[config.mk]
export PLATFORM = sky130hd
export DESIGN_NAME = mem_port_arbiter_flat
export DESIGN_NICKNAME = d
export VERILOG_FILES = /design/src/rtl/mem_port_arbiter_if.sv /design/src/rtl/mem_port_arbiter.sv /design/src/flat_wrapper.sv
export SDC_FILE = /design/constraint.sdc
export NUM_CORES = 1
export LEC_CHECK = 0
export CORE_ASPECT_RATIO = 1.4
export CORE_MARGIN = 2
export CORE_UTILIZATION = 40
export DETAILED_ROUTE_END_ITERATION = 6
export GPL_TIMING_DRIVEN = 0
export PLACE_DENSITY = 0.82
export SLEW_MARGIN = 40
export SYNTH_ARGS = -nofsm -noshare
export SYNTH_HDL_FRONTEND = slang
export SYNTH_SLANG_ARGS = --single-unit
[constraint.sdc]
create_clock -name clk -period 2.8 [get_ports clk]
set_input_delay 0.56 -clock clk [delete_from_list [all_inputs] [get_ports clk]]
set_output_delay 0.56 -clock clk [all_outputs]
set_load 0.02 [all_outputs]
[src/rtl/mem_port_arbiter_if.sv]
`default_nettype none
// ============================================================================
//  Module   : mem_port_arbiter_if
//  Purpose  : Bundles the fetch requester, load/store requester and memory
//             port signals of the memory port arbiter.
//             slave  = arbiter side, master = requester/memory side.
//  Revision : 1.0  initial release
// ============================================================================
interface mem_port_arbiter_if #(
    parameter int ADDR_WIDTH = 32,
    parameter int DATA_WIDTH = 32
);
    // instruction fetch requester
    logic                  if_req_valid;
    logic                  if_req_ready;
    logic [ADDR_WIDTH-1:0] if_addr;
    logic                  if_resp_valid;
    logic [DATA_WIDTH-1:0] if_resp_data;
    // load/store requester
    logic                  d_req_valid;
    logic                  d_req_ready;
    logic [ADDR_WIDTH-1:0] d_addr;
    logic [2:0]            d_bytes;
    logic [DATA_WIDTH-1:0] d_wdata;
    logic                  d_resp_valid;
    logic [DATA_WIDTH-1:0] d_resp_data;
    logic                  d_resp_err;
    // single memory port
    logic                  mem_valid;
    logic [ADDR_WIDTH-1:0] mem_addr;
    logic [2:0]            mem_bytes_to_write;
    logic [DATA_WIDTH-1:0] mem_write_data;
    logic [DATA_WIDTH-1:0] mem_rdata;

    modport slave (
        input  if_req_valid, if_addr, d_req_valid, d_addr, d_bytes, d_wdata, mem_rdata,
        output if_req_ready, if_resp_valid, if_resp_data,
               d_req_ready, d_resp_valid, d_resp_data, d_resp_err,
               mem_valid, mem_addr, mem_bytes_to_write, mem_write_data
    );

    modport master (
        output if_req_valid, if_addr, d_req_valid, d_addr, d_bytes, d_wdata, mem_rdata,
        input  if_req_ready, if_resp_valid, if_resp_data,
               d_req_ready, d_resp_valid, d_resp_data, d_resp_err,
               mem_valid, mem_addr, mem_bytes_to_write, mem_write_data
    );
endinterface
`default_nettype wire

[src/rtl/mem_port_arbiter.sv]
`default_nettype none
// ============================================================================
//  Module   : mem_port_arbiter
//  Purpose  : Shares one memory port between instruction fetch and load/store.
//             One access in flight; data has priority, a starvation counter
//             forces a fetch grant after STARVE_LIMIT consecutive data grants.
//  Revision : 1.0  initial release
// ============================================================================
module mem_port_arbiter #(
    parameter int ADDR_WIDTH   = 32,
    parameter int DATA_WIDTH   = 32,
    parameter int MEM_LATENCY  = 1,
    parameter int STARVE_LIMIT = 4
) (
    input wire                clk,
    input wire                rst,
    mem_port_arbiter_if.slave bus
);

    localparam int c_cnt_w    = (MEM_LATENCY > 1) ? $clog2(MEM_LATENCY) : 1;
    localparam int c_starve_w = (STARVE_LIMIT > 0) ? $clog2(STARVE_LIMIT + 1) : 1;
    localparam logic [c_cnt_w-1:0]    c_lat_load   = c_cnt_w'(MEM_LATENCY - 1);
    localparam logic [c_starve_w-1:0] c_starve_max = c_starve_w'(STARVE_LIMIT);

    typedef enum logic [1:0] {
        ST_IDLE  = 2'd0,
        ST_ISSUE = 2'd1,
        ST_WAIT  = 2'd2,
        ST_RESP  = 2'd3
    } state_t;

    state_t                  state_q,  state_d;
    logic                    owner_q,  owner_d;   // 1 = load/store, 0 = fetch
    logic [ADDR_WIDTH-1:0]   addr_q,   addr_d;
    logic [2:0]              bytes_q,  bytes_d;   // bytes to write, 0 = read
    logic [DATA_WIDTH-1:0]   wdata_q,  wdata_d;
    logic                    err_q,    err_d;
    logic [c_cnt_w-1:0]      cnt_q,    cnt_d;
    logic [DATA_WIDTH-1:0]   rdata_q,  rdata_d;
    logic [c_starve_w-1:0]   starve_q, starve_d;

    logic d_grant;
    logic if_grant;
    logic d_legal;

    // State register and latched access fields
    always_ff @(posedge clk) begin
        if (rst) begin
            state_q  <= ST_IDLE;
            owner_q  <= 1'b0;
            addr_q   <= '0;
            bytes_q  <= '0;
            wdata_q  <= '0;
            err_q    <= 1'b0;
            cnt_q    <= '0;
            rdata_q  <= '0;
            starve_q <= '0;
        end else begin
            state_q  <= state_d;
            owner_q  <= owner_d;
            addr_q   <= addr_d;
            bytes_q  <= bytes_d;
            wdata_q  <= wdata_d;
            err_q    <= err_d;
            cnt_q    <= cnt_d;
            rdata_q  <= rdata_d;
            starve_q <= starve_d;
        end
    end

    // Arbitration, next-state logic and all port outputs
    always_comb begin
        state_d  = state_q;
        owner_d  = owner_q;
        addr_d   = addr_q;
        bytes_d  = bytes_q;
        wdata_d  = wdata_q;
        err_d    = err_q;
        cnt_d    = cnt_q;
        rdata_d  = rdata_q;
        starve_d = starve_q;
        d_grant  = 1'b0;
        if_grant = 1'b0;
        d_legal  = bus.d_bytes inside {3'd0, 3'd1, 3'd2, 3'd4};

        bus.if_req_ready       = 1'b0;
        bus.if_resp_valid      = 1'b0;
        bus.if_resp_data       = '0;
        bus.d_req_ready        = 1'b0;
        bus.d_resp_valid       = 1'b0;
        bus.d_resp_data        = '0;
        bus.d_resp_err         = 1'b0;
        bus.mem_valid          = 1'b0;
        bus.mem_addr           = '0;
        bus.mem_bytes_to_write = '0;
        bus.mem_write_data     = '0;

        case (state_q)
            ST_IDLE: begin
                // Data wins unless fetch has waited through STARVE_LIMIT data grants
                d_grant  = bus.d_req_valid &
                           ~(bus.if_req_valid & (starve_q == c_starve_max));
                if_grant = bus.if_req_valid & ~d_grant;
                if (d_grant) begin
                    owner_d = 1'b1;
                    addr_d  = bus.d_addr;
                    err_d   = ~d_legal;
                    bytes_d = d_legal ? bus.d_bytes : 3'd0;
                    wdata_d = bus.d_wdata;
                    state_d = ST_ISSUE;
                    if (bus.if_req_valid && (starve_q != c_starve_max)) begin
                        starve_d = starve_q + c_starve_w'(1);
                    end
                end else if (if_grant) begin
                    owner_d  = 1'b0;
                    addr_d   = bus.if_addr;
                    err_d    = 1'b0;
                    bytes_d  = 3'd0;
                    wdata_d  = '0;
                    starve_d = '0;
                    state_d  = ST_ISSUE;
                end
            end
            ST_ISSUE: begin
                cnt_d   = c_lat_load;
                state_d = ST_WAIT;
            end
            ST_WAIT: begin
                if (cnt_q == '0) begin
                    // Only plain reads return data; stores and bad sizes return 0
                    rdata_d = ((bytes_q == 3'd0) && !err_q) ? bus.mem_rdata : '0;
                    state_d = ST_RESP;
                end else begin
                    cnt_d = cnt_q - c_cnt_w'(1);
                end
            end
            ST_RESP: begin
                state_d = ST_IDLE;
            end
            default: begin
                state_d = ST_IDLE;
            end
        endcase

        // Outputs are held at zero for the whole cycle while reset is asserted
        if (!rst) begin
            bus.if_req_ready = if_grant;
            bus.d_req_ready  = d_grant;
            if (state_q == ST_ISSUE) begin
                bus.mem_valid          = 1'b1;
                bus.mem_addr           = addr_q;
                bus.mem_bytes_to_write = bytes_q;
                bus.mem_write_data     = (bytes_q != 3'd0) ? wdata_q : '0;
            end
            if (state_q == ST_RESP) begin
                if (owner_q) begin
                    bus.d_resp_valid = 1'b1;
                    bus.d_resp_data  = rdata_q;
                    bus.d_resp_err   = err_q;
                end else begin
                    bus.if_resp_valid = 1'b1;
                    bus.if_resp_data  = rdata_q;
                end
            end
        end
    end

endmodule
`default_nettype wire
[src/flat_wrapper.sv]
// flat-port wrapper written by rule: the top's interface ports become plain ports
module mem_port_arbiter_flat 
#(
    parameter int ADDR_WIDTH   = 32,
    parameter int DATA_WIDTH   = 32,
    parameter int MEM_LATENCY  = 1,
    parameter int STARVE_LIMIT = 4
)
  (clk, rst, bus_if_req_valid, bus_if_addr, bus_d_req_valid, bus_d_addr, bus_d_bytes, bus_d_wdata, bus_mem_rdata, bus_if_req_ready, bus_if_resp_valid, bus_if_resp_data, bus_d_req_ready, bus_d_resp_valid, bus_d_resp_data, bus_d_resp_err, bus_mem_valid, bus_mem_addr, bus_mem_bytes_to_write, bus_mem_write_data);
  mem_port_arbiter_if #(.ADDR_WIDTH(ADDR_WIDTH), .DATA_WIDTH(DATA_WIDTH)) bus_i ();
  input wire clk;
  input wire rst;
  input wire logic [$bits(bus_i.if_req_valid)-1:0] bus_if_req_valid;
  input wire logic [$bits(bus_i.if_addr)-1:0] bus_if_addr;
  input wire logic [$bits(bus_i.d_req_valid)-1:0] bus_d_req_valid;
  input wire logic [$bits(bus_i.d_addr)-1:0] bus_d_addr;
  input wire logic [$bits(bus_i.d_bytes)-1:0] bus_d_bytes;
  input wire logic [$bits(bus_i.d_wdata)-1:0] bus_d_wdata;
  input wire logic [$bits(bus_i.mem_rdata)-1:0] bus_mem_rdata;
  output wire logic [$bits(bus_i.if_req_ready)-1:0] bus_if_req_ready;
  output wire logic [$bits(bus_i.if_resp_valid)-1:0] bus_if_resp_valid;
  output wire logic [$bits(bus_i.if_resp_data)-1:0] bus_if_resp_data;
  output wire logic [$bits(bus_i.d_req_ready)-1:0] bus_d_req_ready;
  output wire logic [$bits(bus_i.d_resp_valid)-1:0] bus_d_resp_valid;
  output wire logic [$bits(bus_i.d_resp_data)-1:0] bus_d_resp_data;
  output wire logic [$bits(bus_i.d_resp_err)-1:0] bus_d_resp_err;
  output wire logic [$bits(bus_i.mem_valid)-1:0] bus_mem_valid;
  output wire logic [$bits(bus_i.mem_addr)-1:0] bus_mem_addr;
  output wire logic [$bits(bus_i.mem_bytes_to_write)-1:0] bus_mem_bytes_to_write;
  output wire logic [$bits(bus_i.mem_write_data)-1:0] bus_mem_write_data;
  assign bus_i.if_req_valid = bus_if_req_valid;
  assign bus_i.if_addr = bus_if_addr;
  assign bus_i.d_req_valid = bus_d_req_valid;
  assign bus_i.d_addr = bus_d_addr;
  assign bus_i.d_bytes = bus_d_bytes;
  assign bus_i.d_wdata = bus_d_wdata;
  assign bus_i.mem_rdata = bus_mem_rdata;
  assign bus_if_req_ready = bus_i.if_req_ready;
  assign bus_if_resp_valid = bus_i.if_resp_valid;
  assign bus_if_resp_data = bus_i.if_resp_data;
  assign bus_d_req_ready = bus_i.d_req_ready;
  assign bus_d_resp_valid = bus_i.d_resp_valid;
  assign bus_d_resp_data = bus_i.d_resp_data;
  assign bus_d_resp_err = bus_i.d_resp_err;
  assign bus_mem_valid = bus_i.mem_valid;
  assign bus_mem_addr = bus_i.mem_addr;
  assign bus_mem_bytes_to_write = bus_i.mem_bytes_to_write;
  assign bus_mem_write_data = bus_i.mem_write_data;
  mem_port_arbiter #(.ADDR_WIDTH(ADDR_WIDTH), .DATA_WIDTH(DATA_WIDTH), .MEM_LATENCY(MEM_LATENCY), .STARVE_LIMIT(STARVE_LIMIT)) u_core (.clk(clk), .rst(rst), .bus(bus_i));
endmodule
# Word level (Yosys, flattened, before mapping)
# Index checks and enable logic that the tools add are counted.
# op_classes
add_sub_neg,2
n_bitwise,7
muxes,47
eq_ne,11
reduce_logical,14
# op_table
cell,count
$mux 32,16
$mux 3,7
$mux 1,19
$pmux 2 s4,1
$eq 3x3->1 const B,2
$logic_not 3->1,2
$mux 2,3
$reduce_and 2->1,3
$eq 2x2->1 const B,2
$ne 2x2->1 const B,2
$not 1->1,4
$reduce_bool 2->1,2
$reduce_bool 4->1,1
$add 3x1->3 const B,1
$and 1x1->1,3
$eq 3x1->1 const B,1
$eq 3x2->1 const B,1
$ne 3x1->1 const B,1
$ne 3x3->1 const B,1
$reduce_and 3->1,1
$reduce_bool 3->1,1
$eq 2x1->1 const B,1
$logic_and 1x1->1,2
$logic_not 2->1,1
other kinds (3),3
# word_totals
wordCells,90
reg_bits,107
output_inout_bits,137

# Logic depth before layout (Yosys ltp)
# Gate-level depths: netlist of the first run.
# depth
depth_word,9
depth_mapped,7

# Least setup slack after synthesis of the first run
# Ideal clock, no wire load.
# synth_path
kind,input port to output port
startpoint,input port bus_if_req_valid
endpoint,output port bus_if_req_ready
stages,3
slack_ps,727
t_arrival_ps,1513
required_time_ps,2240
path_cell_list,nand3_2 -> buf_1 -> a211oi_1
# synth_via
elab_chain_cells,7
# synth_rtl
element,line,text
"start, declared",flat_wrapper.sv:13,input wire logic [$bits(bus_i.if_req_valid)-1:0] bus_if_req_valid;
$and 1x1->1,mem_port_arbiter.sv:102,~(bus.if_req_valid & (starve_q == c_starve_max));
$not 1->1,mem_port_arbiter.sv:102,
$and 1x1->1,mem_port_arbiter.sv:101,d_grant = bus.d_req_valid &
$not 1->1,mem_port_arbiter.sv:103,if_grant = bus.if_req_valid & ~d_grant;
$and 1x1->1 *,mem_port_arbiter.sv:103,
$mux 1 *,mem_port_arbiter.sv:98,case (state_q)
$mux 1 *,mem_port_arbiter.sv:146,if (!rst) begin
"end, declared",flat_wrapper.sv:20,output wire logic [$bits(bus_i.if_req_ready)-1:0] bus_if_req_ready;
# Every way passes the cells marked *; elsewhere a longest branch is shown, timed or not.

# Worst setup path in the final report of the first run
# layout_path
startpoint,input port bus_if_req_valid
endpoint,output port bus_d_req_ready
# layout_via
elab_chain_cells,5
# layout_rtl
element,line,text
$and 1x1->1,mem_port_arbiter.sv:102,
$not 1->1,mem_port_arbiter.sv:102,
$and 1x1->1,mem_port_arbiter.sv:101,
$mux 1,mem_port_arbiter.sv:98,
$mux 1,mem_port_arbiter.sv:146,
"end, declared",flat_wrapper.sv:23,output wire logic [$bits(bus_i.d_req_ready)-1:0] bus_d_req_ready;
# No other way between the ends.

==> results of run 1 <==
[where the power goes]
part | leakage [uW] | internal [uW] | switching, uW
clock network | 0.000144 | 665 | 583
logic | 0.00261 | 804 | 938
registers | 0.000869 | 1880 | 208
[how the worst max path moves through the flow]
stage	from	slack, ps	endpoint	cells past startpoint
CTS	rst	-20	bus_mem_write_data[15]	7
global route	u_core.state_q[1]	10	bus_mem_write_data[15]	8
floorplan	bus_if_req_valid	730	bus_if_req_ready	3
detailed placement	rst	-510	bus_d_resp_data[9]	6
finish	bus_if_req_valid	100	bus_d_req_ready	5
global placement	rst	-490	bus_mem_write_data[30]	7
[area by class of cell]
type / count / area share (%)
multi-input combinational: 404 / 32.1
clock inverter: 5 / 0.553
inverter: 7 / 0.323
timing repair buffer: 275 / 31.3
clock buffer: 11 / 3.10
sequential: 106 / 26.1
buffer: 56 / 4.21
tap: 150 / 2.30
[cells in the mapped netlist]
| cell type | instances |
|---|---|
| nand4b_1 | 2 |
| nor2b_1 | 4 |
| dfxtp_1 | 106 |
| a21o_1 | 1 |
| nor2_1 | 68 |
| buf_1 | 3 |
| and2b_1 | 1 |
| o21a_1 | 1 |
| a311oi_1 | 32 |
| o21ai_0 | 33 |
| ha_1 | 7 |
| mux2i_1 | 1 |
| clkbuf_1 | 21 |
| inv_1 | 7 |
| buf_4 | 4 |
| or3b_2 | 1 |
| nor2_2 | 1 |
| clkbuf_2 | 3 |
| buf_2 | 20 |
| a32o_1 | 3 |
| and2_1 | 133 |
| nand3_2 | 1 |
| nor3_2 | 2 |
| nand3_1 | 32 |
| a32oi_1 | 32 |
| nand4_1 | 2 |
| a21oi_1 | 2 |
| nand2_1 | 6 |
| a31oi_1 | 1 |
| and3_4 | 1 |
| nor3b_2 | 1 |
| buf_6 | 6 |
| a211oi_1 | 2 |
| and3b_1 | 1 |
| a22o_1 | 33 |
[cell families (layout without fill, tap and decap cells)]
logic type      after synthesis  after routing  synth area share [%]
simple gates                256            256                  27.9
compound gates              140            140                  21.6
flops                       106            106                  42.0
buf+inv                      64            354                  6.52
fa+ha+maj                     7              7                  1.73
mux                           1              1                 0.198
[layout by cell type, fill, tap and decap left out, types with 2 or more instances in the layout]
cell,instances
clkdlybuf4s50_1,140
and2_1,133
dfxtp_1,105
dlygate4sd2_1,74
nor2_1,68
o21ai_0,33
a22o_1,33
nand3_1,32
a311oi_1,32
a32oi_1,32
buf_2,28
clkbuf_2,16
clkdlybuf4s15_2,16
clkdlybuf4s15_1,16
clkbuf_1,13
buf_4,9
clkbuf_4,9
clkbuf_16,9
inv_1,7
buf_6,7
ha_1,7
nand2_1,6
nor2b_1,3
a32o_1,3
nor3_2,2
buf_1,2
a211oi_1,2
nand4_1,2
a21oi_1,2
nand4b_1,2
clkbuf_8,2
clkinv_4,2
[worst max-delay path, cell delays in order]
cell,delay (ps)
clkdlybuf4s50_1,540
and3_4,280
nor3_2,220
clkbuf_4,250
clkdlybuf4s15_2,290
[flip-flops by register name, indices dropped and copies added (netlist names)]
name             cells
u_core.starve_q      3
u_core.addr_q       32
u_core.rdata_q      32
u_core.owner_q       1
u_core.err_q         1
u_core.state_q       2
u_core.wdata_q      32
u_core.bytes_q       3
[metal layers]
layer / part of all wire [%] / vias up / global-route usage (%)
met5: 0 / - / 0
met4: 3.1 / 0 / 10.9
met3: 8.1 / 37 / 6.54
met2: 54 / 230 / 46.2
met1: 35 / 2541 / 23.8
li1: - / 2607 / -
[metrics by stage]
| stage | std cells | utilization [%] |
|---|---|---|
| after floorplan | 574 | - |
| after global placement | 995 | 64.6 |
| after detailed placement | 995 | 64.6 |
| after CTS | 1013 | 66.5 |
| after global routing | 1014 | 66.2 |
| final | 1014 | 66.2 |
[timing repair]
item / in CTS / in global routing
setup endpoints to repair: 136 / 89
gates cloned: 0 / 1
buffers inserted: 3 / 0
hold buffers: 0 / 0
pin swaps: 1 / 0
gates resized for setup: 237 / 31
==> out/results.txt, run 1 <==
top post-synthesis cells by area: dfxtp_1 42%, and2_1 16%, a22o_1 5.7%
GPL Wtd Cong: 0.940
hold path cells: 1
Max Clk Rate: 0.371 GHz
vias: 5,415
Vias/cell: 5.34
gr usage total: 24.1%
Initial Utilization: 41.0%
Post-DP Area: 0.00795 mm2
Setup Skew: 7.24 ps
fillcell total: 1,071
status: finished clean
WP data arrival: 2140 ps
Crit Path Max Fanout: 10
Hold Path Class: reg -> reg
Reg clk slew, reported paths: 70 ps
Post-Synthesis Cells: 574
Slew Viols, Final: 0
Setup WS post-layout: 101 ps
share of cells above drive strength 1: 13.0%
pre-CTS worst setup slack: -513 ps
hold path start: u_core.wdata_q[29]
initial antenna violation count: 0
Leak: 0.00362 uW
global-route wire length before repair: 26,300 um
IO Count: 272
CTS root buf: clkbuf_16
vias in the first global route: 5,439
initial drt markers: 158
RSZ-0062 raised after global routing: false
clk buf depth: 2
mapped cell area: 0.00505 mm2
mean post-synth cell area: 8.80 um2
clock tree sinks: 106
worst reg2reg path depth: 6
DRC errors left: 0
placement row count: 48
Die W: 99.0 um
hold slack: 468 ps
area of the multi-input gates: 0.00262 mm2
Pwr Total: 5070 uW
Clock Latency Late Sink: 350 ps
port bufs: 271
CORE AREA: 0.0123 mm2
Max H-tree Level: 3
Routed Wire Length: 17,100 um
WHS Endpoint: u_core.wdata_q[29]
reg2reg setup slack: 940 ps
Die Area: 0.0136 mm2
Area growth syn-to-layout: 61.3%
CTS tree: built
endpoints failing setup: 0
TritonCTS buffer count: 9
post-synth cell types: 35
# diodes: 0
HPWL Detailed: 13,700 um
drt wl/cell: 16.9 um
Worst-Margin Slew: 565 ps
Peak VDD IR: 0.000394 V
final net count: 1,001
die height: 137 um
Pre-antenna DRT Iters: 4
Final Instance Area: 0.00815 mm2
CP required: 2240 ps
r2r startpoint: u_core.starve_q[0]
sequential area share after synthesis: 42.0%
register area: 0.00212 mm2
Reg2Reg Capture Point: u_core.addr_q[25]
Post-Syn Nets: 716
post-route antenna net violation count: 0
top cell type's share of synthesized area: 42.0%
Tmin final: 2700 ps
fin crit share: 96.4%
flops & latches, synth: 106
area leader, netlist: dfxtp_1
total congestion overflow: 0
Hold Vio Cnt, Final: 0
CP Class: in -> out
largest net degree at the start of global routing: 19
Setup crit end kind: primary output
Cell Pwr Density: 623 mW/mm2
max_cap viols: 0
Setup TNS Final: 0 ps
Startpoint Class: primary input
Syn. warnings: 0
Worst slew margin: 62.3%
No activity file was read; power rests on OpenSTA's default activity.
==> inputs of run 2 (changes only) <==
--- a/config.mk
+++ b/config.mk
@@ -5,6 +5,7 @@
 export SDC_FILE = /design/constraint.sdc
 export NUM_CORES = 1
 export LEC_CHECK = 0
+export CAP_MARGIN = 10
 export CORE_ASPECT_RATIO = 1.4
 export CORE_MARGIN = 2
 export CORE_UTILIZATION = 40
==> results of run 2 <==
Same layout as run 1: the final DEF is identical, and so are final timing and power.
